File: src/rtl/uart_rx_fifo.sv
// First-word-fall-through receive buffer sitting behind uart_rx.
// Registered head/valid outputs, registered occupancy count and a sticky overflow flag.
module uart_rx_fifo #(
    parameter int DATA_WIDTH = 8,
    parameter int DEPTH      = 16,
    parameter int AF_THRESH  = 12
) (
    input  logic                    clk,
    input  logic                    rst,
    input  logic                    wr_valid,
    input  logic [DATA_WIDTH-1:0]   wr_data,
    output logic                    rd_valid,
    output logic [DATA_WIDTH-1:0]   rd_data,
    input  logic                    rd_ready,
    output logic [$clog2(DEPTH):0]  count,
    output logic                    full,
    output logic                    almost_full,
    output logic                    overflow,
    input  logic                    clr_overflow
);

    localparam int AW = $clog2(DEPTH);
    localparam int CW = AW + 1;
    localparam logic [CW-1:0] FullCount = CW'(DEPTH);
    localparam logic [CW-1:0] AfCount   = CW'(AF_THRESH);

    if (DEPTH < 4 || (DEPTH & (DEPTH - 1)) != 0) begin : g_depthCheck
        $error("uart_rx_fifo: DEPTH must be a power of two and at least 4");
    end
    if (AF_THRESH < 1 || AF_THRESH > DEPTH) begin : g_afCheck
        $error("uart_rx_fifo: AF_THRESH must lie in 1..DEPTH");
    end

    logic [DATA_WIDTH-1:0] mem [DEPTH];

    logic [AW-1:0]         wrPtr_q, wrPtr_d;
    logic [AW-1:0]         rdPtr_q, rdPtr_d;
    logic [CW-1:0]         count_q, count_d;
    logic                  overflow_q, overflow_d;
    logic                  rdValid_q, rdValid_d;
    logic [DATA_WIDTH-1:0] rdData_q, rdData_d;

    logic push;
    logic pop;
    logic drop;

    // A full FIFO still accepts a write when the head leaves on the same edge.
    always_comb begin
        pop  = rdValid_q && rd_ready;
        push = wr_valid && ((count_q != FullCount) || pop);
        drop = wr_valid && !push;

        wrPtr_d = push ? wrPtr_q + AW'(1) : wrPtr_q;
        rdPtr_d = pop  ? rdPtr_q + AW'(1) : rdPtr_q;

        count_d = count_q;
        if (push && !pop) begin
            count_d = count_q + CW'(1);
        end else if (pop && !push) begin
            count_d = count_q - CW'(1);
        end

        overflow_d = overflow_q;
        if (drop) begin
            overflow_d = 1'b1;
        end else if (clr_overflow) begin
            overflow_d = 1'b0;
        end

        // The new head is the byte being written only when it is the sole entry left.
        rdValid_d = (count_d != '0);
        rdData_d  = '0;
        if (rdValid_d) begin
            if (push && (rdPtr_d == wrPtr_q)) begin
                rdData_d = wr_data;
            end else begin
                rdData_d = mem[rdPtr_d];
            end
        end
    end

    always_ff @(posedge clk) begin
        if (push) begin
            mem[wrPtr_q] <= wr_data;
        end
    end

    always_ff @(posedge clk or posedge rst) begin
        if (rst) begin
            wrPtr_q    <= '0;
            rdPtr_q    <= '0;
            count_q    <= '0;
            overflow_q <= 1'b0;
            rdValid_q  <= 1'b0;
            rdData_q   <= '0;
        end else begin
            wrPtr_q    <= wrPtr_d;
            rdPtr_q    <= rdPtr_d;
            count_q    <= count_d;
            overflow_q <= overflow_d;
            rdValid_q  <= rdValid_d;
            rdData_q   <= rdData_d;
        end
    end

    assign rd_valid    = rdValid_q;
    assign rd_data     = rdData_q;
    assign count       = count_q;
    assign full        = (count_q == FullCount);
    assign almost_full = (count_q >= AfCount);
    assign overflow    = overflow_q;

endmodule

File: config.mk
export PLATFORM = sky130hd
export DESIGN_NAME = uart_rx_fifo
export DESIGN_NICKNAME = d
export VERILOG_FILES = /design/src/rtl/uart_rx_fifo.sv
export SDC_FILE = /design/constraint.sdc
export NUM_CORES = 1
export LEC_CHECK = 0
export CAP_MARGIN = 20
export CELL_PAD_IN_SITES_DETAIL_PLACEMENT = 1
export CELL_PAD_IN_SITES_GLOBAL_PLACEMENT = 1
export CORE_MARGIN = 5
export CORE_UTILIZATION = 54
export DETAILED_ROUTE_END_ITERATION = 7
export PLACE_DENSITY = 0.89
export SYNTH_ARGS = -nofsm -noshare
export SYNTH_HDL_FRONTEND = slang
export SYNTH_SLANG_ARGS = --single-unit
export TNS_END_PERCENT = 20
File: constraint.sdc
create_clock -name clk -period 3.7 [get_ports clk]
set_input_delay 0.74 -clock clk [delete_from_list [all_inputs] [get_ports clk]]
set_output_delay 0.74 -clock clk [all_outputs]
set_load 0.01 [all_outputs]
==> impl_metrics.ini <==
[clocking]
clk_pin_slew_ns = 0.06
cts.sinks = 151
postCtsHoldBufs = 0
cts_tree = done
clk_latency_ns = 0.43
htreeDepth = 4
cts_resized = 0
cts-root-buf = clkbuf_16
postCtsSetupBuffers = 0
clock_path_buffers = 2
cts_buffers = 17

[global_routing]
use_met3_pct = 6.27
grt_busiest_layer = met2
grt_pass1_vias = 6756
met1_usage_pct = 34.8
met2_usage_pct = 50.4
grt_start_max_net_pins = 64
grt_pass1_wl_um = 39200
gr-total-overflow = 0
track_usage_pct = 29.3
antenna_found_initial = 0

[routing]
drcViolationCount = 0
ant_nets = 0
via_count = 6379
viasPerCell = 7.25
wl_um = 25700
firstDrtPassIters = 5
wire_per_inst_um = 29.2
drtIter0Drc = 977

[cells_and_area]
nFillCells = 1448
syn_to_final_growth_pct = 12.3
diodes = 0
layout-drive-gt1-share_pct = 10.8
mostFrequentLayoutCells = edfxtp_1, o21ai_0, mux2i_1
nets = 704
final_common_cell = edfxtp_1
stdcell_count = 880
stdcell_area_um2 = 8910

[sta]
clock.fmax_ghz = 0.318
max-slew-margin-rel_pct = 37.0
setup_viol = 0
fin_tns_setup_ns = 0
tightest_slew_ns = 0.944
grt_setup_unrepaired = false
skew_ns = 0.0106
layout_min_cycle_time_ns = 3.15
post-route-period-util_pct = 85.1
hold_violations = 0
worst_slack_ns = 0.551
drv_slew = 0
hold_slack_ns = 0.533

[setup_path]
path_cells = clkdlybuf4s50_1 -> buf_4 -> and2_2 -> buf_4 -> o311ai_0 -> a31oi_1 -> o21ai_0 -> a221oi_2
reg2reg_depth = 9
regToRegEndpoint = rd_data[2]$_DFF_PP0_
crit_type = input pin to flop
r2r_slack_ns = 0.62
critPathLaunchType = input pin
slowest_stage = clkdlybuf4s50_1
timing.rr.start = rdPtr_q[0]$_DFF_PP0_
cp_max_fo = 33
cp.arrival_ns = 3.48
cpMostUsedCell = buf_4
slowest_delay_ns = 0.47
worstPathRequired_ns = 4.03
critPathCaptureType = flop

[synthesis]
ys_seq_area_share_pct = 55.7
ys_warn_count = 0
syn_area_per_cell_um2 = 12.0
synthFlopType = edfxtp_1
ys_types = 73
ys_ff_latch = 151
syn_nets = 684
syn_area_um2 = 7940
syn_inst = 663
synth_edf_count = 128
async_flop_share_pct = 15.2

[place]
gp_congestion = 0.916
pre_cts_slack_ns = 0.360
io_buffers = 29
hpwl_um = 15400
dpl_cell_area_um2 = 8330
dp_cells = 848

[run_status]
outcome = finished clean

[power]
p_per_area_nw_per_um2 = 892
vdd_ir_drop_max_mv = 0.461
power.leakage_nw = 3.11

[worst_hold_path]
hold_end = overflow$_DFFE_PP0P_
hold_start = overflow$_DFFE_PP0P_
hold_depth = 2
hp-class = flop to flop

[floorplan]
die_h_um = 131
die_w_um = 131
initial_core_util_pct = 54.8
num_rows = 44
dieArea_um2 = 17200
core_area_um2 = 14500
ios = 30

[job]
drv_cap = 0
area by class of cell:
type	count	area (um2)	area share [%]
Clock buffer	21	450	5.05
Clock inverter	11	131	1.47
Inverter	31	121	1.36
Multi-Input combinational cell	428	3080	34.5
Sequential cell	151	4420	49.6
Tap cell	184	230	2.58
Timing Repair Buffer	54	478	5.36
worst max-delay path, delay by kind of cell:
| kind | cells | cell delay [ns] |
|---|---|---|
| AO/OA/AOI/OAI | 4 | 1.22 |
| buffers and inverters | 3 | 1.16 |
| AND/OR/NAND/NOR | 1 | 0.31 |
metrics by stage:
step / utilization, % / power [mW]
after global routing: 61.6 / 8.22
after floorplan: - / 4.86
after detailed placement: 57.5 / 5.96
final: 61.6 / 7.95
after global placement: 57.5 / 5.73
after CTS: 61.6 / 7.85
layer usage:
metal / wire (um) / part of all wire, % / vias up
met3: 2360 / 9.2 / 119
li1: - / - / 2612
met2: 12900 / 50 / 446
met5: 0 / 0 / -
met4: 1190 / 4.6 / 0
met1: 9240 / 36 / 3202
cell usage after synthesis (2+ instances only):
cell type	n	area share (%)
a211oi_1	13	1.2
a21oi_1	10	0.63
a221o_1	7	0.88
a221oi_1	12	1.3
a22o_1	9	0.99
a22oi_1	17	1.6
a311oi_1	6	0.66
a31oi_1	10	0.79
and2_1	9	0.71
and3_1	2	0.16
buf_2	22	1.4
buf_4	8	0.76
buf_6	8	1.1
clkbuf_1	13	0.61
dfrtp_1	23	7.3
edfxtp_1	128	48
ha_1	8	1.3
inv_1	27	1.3
inv_2	2	0.095
mux2i_1	52	6.6
nand2_1	29	1.4
nand2b_1	9	0.71
nand3_1	14	0.88
nand3b_1	2	0.19
nand4_1	9	0.71
nand4b_1	3	0.33
nor2_1	23	1.1
nor2_2	3	0.24
nor2b_1	24	1.9
nor3_1	22	1.4
nor3b_1	3	0.28
nor4_1	5	0.39
o2111ai_1	3	0.33
o211ai_1	17	1.6
o21ai_0	52	3.3
o311ai_0	7	0.77
o32ai_1	8	0.88
or3_1	2	0.16
xnor2_1	7	0.77
xor2_1	2	0.22
state kept, by name (all words and copies together) (netlist names):
| register | flops |
|---|---|
| count | 5 |
| mem | 128 |
| overflow | 1 |
| rdPtr_q | 4 |
| rd_data | 8 |
| rd_valid | 1 |
| wrPtr_q | 4 |
report_power, final:
group / internal, mW / switching, mW
Sequential: 2.13 / 0.235
Combinational: 1.38 / 2.43
Clock: 1.07 / 0.701
logic make-up after synthesis:
kind of cell | count (synthesis) | share of synthesized area (%)
muxes | 52 | 6.56
AOI/OAI and AO/OA | 189 | 17.3
xor gates and xnor gates | 11 | 1.62
adders and majority gates | 8 | 1.26
DFF | 151 | 55.7
and+or+nand+nor | 168 | 12.0
buffers and inverters | 84 | 5.53
how the worst max path moves through the flow:
stage | to | from | slack, ns | depth (start not counted)
finish | rd_data[4]$_DFF_PP0_ | rd_ready | 0.55 | 8
floorplan | mem[1][0]$_DFFE_PP_ | rd_ready | 0.99 | 6
CTS | rd_data[3]$_DFF_PP0_ | rdPtr_q[0]$_DFF_PP0_ | 0.69 | 9
detailed placement | rd_data[5]$_DFF_PP0_ | rd_ready | 0.36 | 8
global route | rd_data[2]$_DFF_PP0_ | rdPtr_q[0]$_DFF_PP0_ | 0.46 | 9
global placement | rd_data[6]$_DFF_PP0_ | rd_ready | 0.41 | 9
No activity file was read; power rests on OpenSTA's default activity.
